File: src/rtl/pipeline_hazard_ctrl.sv
// Hazard controller for a 5-stage F/D/E/M/W pipeline. It shadows the E/M/W hazard metadata and
// drives the E-stage forwarding selects, the F/D stall and D/E flush controls, and event counters.
module pipeline_hazard_ctrl #(
    parameter int                REG_AW = 4,
    parameter logic [REG_AW-1:0] PC_REG = {REG_AW{1'b1}},
    parameter int                CNT_W  = 16
) (
    input  logic              clk,
    input  logic              reset,
    input  logic              d_valid,
    input  logic [REG_AW-1:0] ra1_d,
    input  logic [REG_AW-1:0] ra2_d,
    input  logic [REG_AW-1:0] wa3_d,
    input  logic              reg_write_d,
    input  logic              mem_to_reg_d,
    input  logic              pc_src_d,
    input  logic              cond_ok_e,
    input  logic              branch_taken_e,
    output logic [1:0]        forward_a_e,
    output logic [1:0]        forward_b_e,
    output logic              stall_f,
    output logic              stall_d,
    output logic              flush_d,
    output logic              flush_e,
    output logic [CNT_W-1:0]  stall_cnt,
    output logic [CNT_W-1:0]  flush_cnt
);

    logic [REG_AW-1:0] e_ra1_reg, e_ra2_reg, e_wa3_reg, m_wa3_reg, w_wa3_reg;
    logic              e_rw_reg, e_m2r_reg, e_pcs_reg;
    logic              m_rw_reg, m_pcs_reg;
    logic              w_rw_reg, w_pcs_reg;
    logic [CNT_W-1:0]  stall_cnt_reg, flush_cnt_reg;

    logic [1:0][REG_AW-1:0] src_e;
    logic [1:0][1:0]        fwd_sel;
    logic                   ldr_stall, pc_pending;
    logic                   stall_f_int, flush_e_int, flush_d_int;
    logic                   e_bubble;

    assign src_e = {e_ra2_reg, e_ra1_reg};

    // One forwarding selector per E-stage source operand; the younger M result wins over W.
    generate
        for (genvar gi = 0; gi < 2; gi++) begin : g_fwd
            logic [1:0] sel;
            always_comb begin
                sel = 2'b00;
                if (src_e[gi] != PC_REG) begin
                    if (m_rw_reg && (m_wa3_reg == src_e[gi])) begin
                        sel = 2'b10;
                    end else if (w_rw_reg && (w_wa3_reg == src_e[gi])) begin
                        sel = 2'b01;
                    end
                end
            end
            assign fwd_sel[gi] = sel;
        end
    endgenerate

    assign ldr_stall = d_valid & e_m2r_reg & e_rw_reg &
                       (((ra1_d == e_wa3_reg) && (ra1_d != PC_REG)) ||
                        ((ra2_d == e_wa3_reg) && (ra2_d != PC_REG)));
    assign pc_pending  = (d_valid & pc_src_d) | e_pcs_reg | m_pcs_reg;
    assign stall_f_int = ldr_stall | pc_pending;
    assign flush_d_int = pc_pending | w_pcs_reg | branch_taken_e;
    assign flush_e_int = ldr_stall | branch_taken_e;
    assign e_bubble    = flush_e_int | ~d_valid;

    // D inputs and branch_taken_e feed the outputs directly, so reset must mask them explicitly.
    assign forward_a_e = reset ? 2'b00 : fwd_sel[0];
    assign forward_b_e = reset ? 2'b00 : fwd_sel[1];
    assign stall_f     = ~reset & stall_f_int;
    assign stall_d     = ~reset & ldr_stall;
    assign flush_d     = ~reset & flush_d_int;
    assign flush_e     = ~reset & flush_e_int;
    assign stall_cnt   = stall_cnt_reg;
    assign flush_cnt   = flush_cnt_reg;

    always_ff @(posedge clk or posedge reset) begin
        if (reset) begin
            e_ra1_reg <= '0;
            e_ra2_reg <= '0;
            e_wa3_reg <= '0;
            e_rw_reg  <= 1'b0;
            e_m2r_reg <= 1'b0;
            e_pcs_reg <= 1'b0;
            m_wa3_reg <= '0;
            m_rw_reg  <= 1'b0;
            m_pcs_reg <= 1'b0;
            w_wa3_reg <= '0;
            w_rw_reg  <= 1'b0;
            w_pcs_reg <= 1'b0;
        end else begin
            if (e_bubble) begin
                e_ra1_reg <= '0;
                e_ra2_reg <= '0;
                e_wa3_reg <= '0;
                e_rw_reg  <= 1'b0;
                e_m2r_reg <= 1'b0;
                e_pcs_reg <= 1'b0;
            end else begin
                e_ra1_reg <= ra1_d;
                e_ra2_reg <= ra2_d;
                e_wa3_reg <= wa3_d;
                e_rw_reg  <= reg_write_d;
                e_m2r_reg <= mem_to_reg_d;
                e_pcs_reg <= pc_src_d;
            end
            m_wa3_reg <= e_wa3_reg;
            m_rw_reg  <= e_rw_reg & cond_ok_e;
            m_pcs_reg <= e_pcs_reg & cond_ok_e;
            w_wa3_reg <= m_wa3_reg;
            w_rw_reg  <= m_rw_reg;
            w_pcs_reg <= m_pcs_reg;
        end
    end

    always_ff @(posedge clk or posedge reset) begin
        if (reset) begin
            stall_cnt_reg <= '0;
            flush_cnt_reg <= '0;
        end else begin
            if (stall_f_int && (stall_cnt_reg != {CNT_W{1'b1}})) begin
                stall_cnt_reg <= stall_cnt_reg + CNT_W'(1);
            end
            if (flush_e_int && (flush_cnt_reg != {CNT_W{1'b1}})) begin
                flush_cnt_reg <= flush_cnt_reg + CNT_W'(1);
            end
        end
    end

endmodule
File: config.mk
export PLATFORM = sky130hd
export DESIGN_NAME = pipeline_hazard_ctrl
export DESIGN_NICKNAME = d
export VERILOG_FILES = /design/src/rtl/pipeline_hazard_ctrl.sv
export SDC_FILE = /design/constraint.sdc
export NUM_CORES = 1
export LEC_CHECK = 0
export BUFFER_PORTS_ARGS = -buffer_cell sky130_fd_sc_hd__buf_2
export CAP_MARGIN = 40
export CORE_MARGIN = 2
export CORE_UTILIZATION = 49
export DETAILED_ROUTE_END_ITERATION = 6
export GPL_ROUTABILITY_DRIVEN = 0
export PLACE_DENSITY_LB_ADDON = 0.25
export SYNTH_ARGS = -nofsm -noshare
export SYNTH_HDL_FRONTEND = slang
export SYNTH_SLANG_ARGS = --single-unit
File: constraint.sdc
create_clock -name clk -period 3 [get_ports clk]
set_clock_uncertainty 0.15 [all_clocks]
set_input_delay 0.45 -clock clk [delete_from_list [all_inputs] [get_ports clk]]
set_output_delay 0.45 -clock clk [all_outputs]
set_load 0.01 [all_outputs]
Yosys cells after proc, flatten, opt, wreduce, memory -nomap -nowiden

Cells that the tools add are included.

Reduce and logical (&&, ||, !) cells: 9
Equal/unequal tests: 12
Muxes and demuxes: 14
Bitwise gates (word level): 19
$add $sub $neg: 2

Operators by type and width:

| kind                                           | count |
|---|---|
| adder 16 x 1 -> 16 bit (second input constant) | 2 |
| inequality test 16 bit (second input constant) | 2 |
| equality test 4 bit                            | 6 |
| inequality test 4 bit (second input constant)  | 4 |
| 2-to-1 mux 2 bit                               | 6 |
| 2-to-1 mux 4 bit                               | 3 |
| AND 1 bit                                      | 10 |
| logical AND 1 bit                              | 8 |
| OR 1 bit                                       | 7 |
| 2-to-1 mux 1 bit                               | 5 |
| inverter 1 bit                                 | 2 |
| logical OR 1 bit                               | 1 |

Logic and storage cells: 70
Bits of input ports: 20
Bits in registers: 59

Depth between registers and ports, before layout

Gate-level depths: netlist of run 1.

Depth after elaboration: 7
Gate-level depth with buffers: 6
Mapped depth without buffers: 6

Worst setup path before layout of run 1

OpenSTA, ideal clock, no wires.

Path type: in2out
Start: in reset
End: out forward_a_e[0]
Stages: 4
Required time: 2.400 ns
Slack: 0.024 ns
Arrival: 2.376 ns
Path through: inv_1 > nand2_1 > nor4_1 > and3_1

Longest elaborated chain between the ends: 1

Ends and longest elaborated chain:

| what             | line | source |
|---|---|---|
| start, declared  | 9    | `input logic reset,` |
| 2-to-1 mux 2 bit | 71   | `assign forward_a_e = reset ? 2'b00 : fwd_sel[0];` |
| end, declared    | 19   | `output logic [1:0] forward_a_e,` |

No other way between the ends.

Final worst setup path of run 1

Start: reg e_wa3_reg[2]
End: out stall_f

Longest elaborated chain between the ends: 6
Elaborated cells on any way between the ends: 8
Those cells by class: 2 x eq/ne; 3 x bitwise; 3 x reduce/logical

Ends and longest elaborated chain:

| what                                   | line   | source |
|---|---|---|
| start, declared                        | 29     | `logic [REG_AW-1:0] e_ra1_reg, e_ra2_reg, e_wa3_reg, m_wa3_reg, w_wa3_reg;` |
| start signal, assigned                 | 105    | `e_wa3_reg <= wa3_d;` |
| equality test 4 bit (on tied branches) | 62, 63 |  |
| logical AND 1 bit (on tied branches)   | 62, 63 |  |
| logical OR 1 bit (*)                   | 62     | `(((ra1_d == e_wa3_reg) && (ra1_d != PC_REG)) \|\|` |
| AND 1 bit (*)                          | 61     | `assign ldr_stall = d_valid & e_m2r_reg & e_rw_reg &` |
| OR 1 bit (*)                           | 65     | `assign stall_f_int = ldr_stall \| pc_pending;` |
| AND 1 bit (*)                          | 73     | `assign stall_f = ~reset & stall_f_int;` |
| end, declared                          | 21     | `output logic stall_f,` |

Mark *: on every way between the ends. The rest lies on a longest branch, timed or not.

==> flow_summary.ini, run 1 <==
[outcome]
status = finished clean

[place]
dp_cells = 389
place_hpwl_mm = 4.31
port_buffers = 59
post-place-ws_ns = 0.481

[detailed_routing]
post-route-drc-count = 0
vias = 2198
ant_nets = 0
drt-wirelength-per-cell_um = 14.6
first_pass_iters = 4
viasPerCell = 5.43
dr.first_iter.drc_count = 139
routed_wl_mm = 5.93

[logic_synthesis]
postSynth.asyncResetShare_pct = 100
yosys_warnings = 0
synth.most_common_cell = dfrtp_1
synthAdderAreaFrac_pct = 0.871
synth.area.top_cells = dfrtp_1 (51%), xor2_1 (12%), and3_1 (4.6%)
synth_cells = 260
syn_avg_cell_area_um2 = 11.0
ys_types = 40
synth_edf_count = 0
synth_area_leader_cell = dfrtp_1
synth_top_family_by_area = simple AND/OR/NAND/NOR gates
synthSimpleGateAreaFrac_pct = 21.1
synth_compound_area_share_pct = 8.67
synthMuxAreaShare_pct = 2.74
syn_area_um2 = 2870
ys_ff_latch = 59
yosysTopAreaCellShare_pct = 51.4
syn_nets = 282
synth_commonest_cells = dfrtp_1 (59), xor2_1 (39), and3_1 (21), nand2_1 (20), nand3_1 (17)
synthXorXnorAreaFrac_pct = 13.1
seq_area_frac_synth_pct = 51.4
synth-main-ff-cell = dfrtp_1

[clock_tree]
cts_resized = 0
clock_sinks = 59
clk_path_buf_depth = 2
root_buffer = clkbuf_8
clock_latency_ns = 0.33
hold_buffers = 0
cts_setup_buffers = 0
clk_pin_slew_worst_paths_ns = 0.06
cts_buffers = 9
htree_levels = 3
cts_tree = done

[floorplanning]
die-area_um2 = 6490
die_w_um = 80.6
std_cell_rows = 27
fp.dieH_um = 80.6
start_util_pct = 51.5
ios = 60
core_um2 = 5570

[setup_path]
max_stage_delay_ns = 0.65
cp-start-kind = register
critical_path.endpoint_type = output pin
slowest_stage = a22oi_2
path_cells = xor2_1 -> nor4_4 -> a22oi_2 -> a21oi_1 -> buf_2
arrival_ns = 2.11
crit_fanout = 18
cp.required_ns = 2.40
critPathKind = register to output pin

[finish]
final_core_util_pct = 62.3
areaGrowthSynthToFinish_pct = 20.9
nets = 350
drive_gt1_share_pct = 30.0
fin_cells = 405
antenna_cells = 0

[sta]
fin_tns_setup_ns = 0
final.period_utilization_pct = 90.3
finalHoldViolations = 0
fmax_mhz = 369
setup_viol = 0
rsz0062_at_grt = no
final_max_slew_viol_count = 0
worst_pin_slew_ns = 0.799
fin_crit_ns = 2.71
slew_headroom_pct = 46.7
fin_ws_ns = 0.292

[power_and_ir_drop]
power.density_nw_per_um2 = 643
p_leak_nw = 1.72
p_total_mw = 2.23
ir_drop_uv = 360

[flow_run]
maxCapViolCount = 0

[global_routing]
grt_max_degree = 60
grt-ovfl-total = 0
grt_pass1_wl_mm = 9.98
grt_use_total_pct = 20.5
grt_pass1_vias = 2151
antenna_found_initial = 0

[min_path]
hold_path_class = input pin to register
[cells by family (layout without fill, tap and decap cells)]
kind of cell               count (synthesis)  in the layout
and+or+nand+nor                          102            102
DFF                                       59             59
xor gates and xnor gates                  43             43
AOI/OAI and AO/OA                         32             32
buffers and inverters                     15             88
muxes                                      7              7
adders and majority gates                  2              2
[metal layers]
layer  global-route usage, %  part of all wire (%)  routed length [um]  vias up
met5                       0                     0                   0        -
met4                    9.32                   1.9                 112        0
met3                    5.51                   6.2                 366        9
met2                    31.6                    47                2780       66
met1                    27.1                    45                2670     1053
li1                        -                     -                   -     1070
[power breakdown]
| part | switching (mW) | total, mW | internal, mW |
|---|---|---|---|
| Combinational | 0.250 | 0.467 | 0.217 |
| Sequential | 0.147 | 1.06 | 0.917 |
| Clock | 0.300 | 0.702 | 0.402 |
[worst max-delay path: cells and delay by family (launching register included)]
kind	cells	cell delay, ns
compound gates	2	0.78
flops	1	0.43
xor+xnor	1	0.29
buf+inv	1	0.18
simple gates	1	0.10
[per-stage QoR]
step	hold WS (ns)	instance area, um2
finish	0.201	3470
global route	0.191	3470
CTS	0.187	3470
detailed placement	0.236	3280
global placement	0.249	3280
floorplan	0.205	2870
[final cells by class]
cell class / count / area, um2
Fill cell: 477 / 2100
Timing Repair Buffer: 65 / 340
Clock inverter: 5 / 52.6
Inverter: 7 / 26.3
Tap cell: 72 / 90.1
Clock buffer: 11 / 141
Sequential cell: 59 / 1480
Multi-Input combinational cell: 186 / 1350
[worst paths after layout]
kind	startpoint	endpoint	slack [ns]	cells after the start
worst min register to register	m_rw_reg$_DFF_PP0_	w_rw_reg$_DFF_PP0_	0.26	0
max in group asynchronous	reset	m_wa3_reg[3]$_DFF_PP0_	1.94	3
min in group asynchronous	reset	w_pcs_reg$_DFF_PP0_	0.29	3
worst max register to register	e_wa3_reg[1]$_DFF_PP0_	stall_cnt[12]$_DFFE_PP0P_	0.62	5
worst min-delay path	wa3_d[0]	e_wa3_reg[0]$_DFF_PP0_	0.20	2
worst max-delay path	e_wa3_reg[2]$_DFF_PP0_	stall_f	0.29	5
[layout by cell type, fill, tap and decap left out, types with 6 or more instances in the layout]
| cell | count |
|---|---|
| and3_1 | 21 |
| clkbuf_8 | 10 |
| nor2_1 | 8 |
| a211oi_1 | 7 |
| nand3_1 | 17 |
| dfrtp_1 | 59 |
| nor3_1 | 8 |
| buf_4 | 6 |
| xor2_1 | 39 |
| inv_1 | 6 |
| nand2_1 | 20 |
| buf_2 | 59 |
Note: power is estimated with default switching activity, not from simulation.
==> run 2: changes to the inputs <==
- BUFFER_PORTS_ARGS: -buffer_cell sky130_fd_sc_hd__buf_2 -> unset
- CORE_UTILIZATION: 49 -> 57
- DONT_BUFFER_PORTS: unset -> 1
==> run 2 against run 1 <==
Compared with the run above:
- global-route usage rose by 1.2 points
- sequential power up 7%
- die area is 13% lower
==> flow_summary.ini, run 2 (synthesis results as in run 1) <==
[power_and_ir_drop]
p_leak_nw = 1.45
p_total_mw = 1.99
power.density_nw_per_um2 = 636
ir_drop_uv = 500

[floorplanning]
die-area_um2 = 5620
ios = 60
start_util_pct = 60.0
core_um2 = 4790
std_cell_rows = 25
die_w_um = 75.0
fp.dieH_um = 75.0

[place]
post-place-ws_ns = 0.661
place_hpwl_mm = 3.96
port_buffers = 0

[sta]
fin_tns_setup_ns = 0
fin_ws_ns = 0.327
worst_pin_slew_ns = 0.798
slew_headroom_pct = 46.8
final.period_utilization_pct = 89.1
finalHoldViolations = 0
final_max_slew_viol_count = 0
setup_viol = 0
fmax_mhz = 374
rsz0062_at_grt = no
fin_crit_ns = 2.67

[detailed_routing]
ant_nets = 0
viasPerCell = 5.81
post-route-drc-count = 0
drt-wirelength-per-cell_um = 16.2
dr.first_iter.drc_count = 96
first_pass_iters = 4
routed_wl_mm = 5.50
vias = 1969

[clock_tree]
htree_levels = 3
clk_pin_slew_worst_paths_ns = 0.06
cts_resized = 0
hold_buffers = 0
cts_buffers = 9
clk_path_buf_depth = 2
clock_latency_ns = 0.32
clock_sinks = 59
cts_tree = done
root_buffer = clkbuf_8
cts_setup_buffers = 0

[setup_path]
max_stage_delay_ns = 0.53
worstPathBufferInverterCount = 1
critPathKind = register to output pin
crit_cells = 5
r2r_end = stall_cnt[1]$_DFFE_PP0P_
path_cells = xor2_1 -> nor4_4 -> a221oi_2 -> buf_4 -> nor2_1
cp-start-kind = register
reg2reg_setup_slack_ns = 0.65
critical_path.endpoint_type = output pin
cp_top_family = compound AO/OA/AOI/OAI gates
crit_fanout = 19
worstReg2RegStart = stall_cnt[0]$_DFFE_PP0P_
arrival_ns = 2.07
cp.required_ns = 2.40
r2r_cells = 7
slowest_stage = a221oi_2

[global_routing]
grt-ovfl-total = 0
grt_use_total_pct = 21.7
grt_max_degree = 60
grt_pass1_wl_mm = 9.00
grt_pass1_vias = 1952
antenna_found_initial = 0

[outcome]
status = finished clean

[finish]
areaGrowthSynthToFinish_pct = 9.10
layout_commonest_cell = dfrtp_1
nets = 292
mostFrequentLayoutCells = dfrtp_1 (59), xor2_1 (39), and3_1 (21), nand2_1 (20), nand3_1 (17)
antenna_cells = 0
drive_gt1_share_pct = 13.6

[flow_run]
maxCapViolCount = 0

[min_path]
hold_path_class = input pin to register
min_from = cond_ok_e
min_path_cells = 1
hold_end = m_pcs_reg$_DFF_PP0_
-- run 2: routing by layer --
| layer | wire length (um) | global-route usage (%) |
|---|---|---|
| met1 | 2450 | 28.1 |
| met2 | 2630 | 32.7 |
| met3 | 361 | 8.30 |
| met4 | 59 | 9.52 |
| met5 | 0 | 0 |
-- run 2: worst max path at each step --
stage / from / to / slack (ns)
2_1_floorplan: reset / forward_a_e[0] / 0.02
3_3_place_gp: ra1_d[0] / flush_e / 0.70
3_5_place_dp: ra1_d[1] / stall_cnt[12]$_DFFE_PP0P_ / 0.66
4_1_cts: e_wa3_reg[0]$_DFF_PP0_ / flush_e / 0.31
5_1_grt: e_wa3_reg[3]$_DFF_PP0_ / flush_e / 0.19
6_report: e_wa3_reg[0]$_DFF_PP0_ / flush_e / 0.33
-- run 2: per-stage QoR --
step / hold WS [ns] / instances / util [%] / instance area [um2]
after global placement: 0.243 / 326 / 62.4 / 2990
final: 0.116 / 339 / 65.5 / 3130
after global routing: 0.103 / 339 / 65.5 / 3130
after CTS: 0.0990 / 339 / 65.5 / 3130
after floorplan: 0.205 / 260 / - / 2870
after detailed placement: 0.241 / 326 / 62.4 / 2990
-- run 2: worst reg2reg max path, cell delays in order (launching register included) --
cell,delay (ns)
dfrtp_1,0.46
ha_1,0.22
nand3_1,0.08
buf_4,0.17
or3_1,0.41
nor2_2,0.29
a21oi_1,0.14
mux2_2,0.33
-- run 2: layout make-up --
type / count / area [um2]
Multi-Input combinational cell: 186 / 1350
Fill cell: 390 / 1650
Sequential cell: 59 / 1480
Tap cell: 67 / 83.8
Timing Repair Buffer: 7 / 52.6
Clock buffer: 13 / 149
Inverter: 7 / 26.3
-- run 2: where the power goes --
group,internal [mW],switching (mW)
Clock,0.309,0.262
Combinational,0.141,0.154
Sequential,0.917,0.211
Total,1.37,0.627
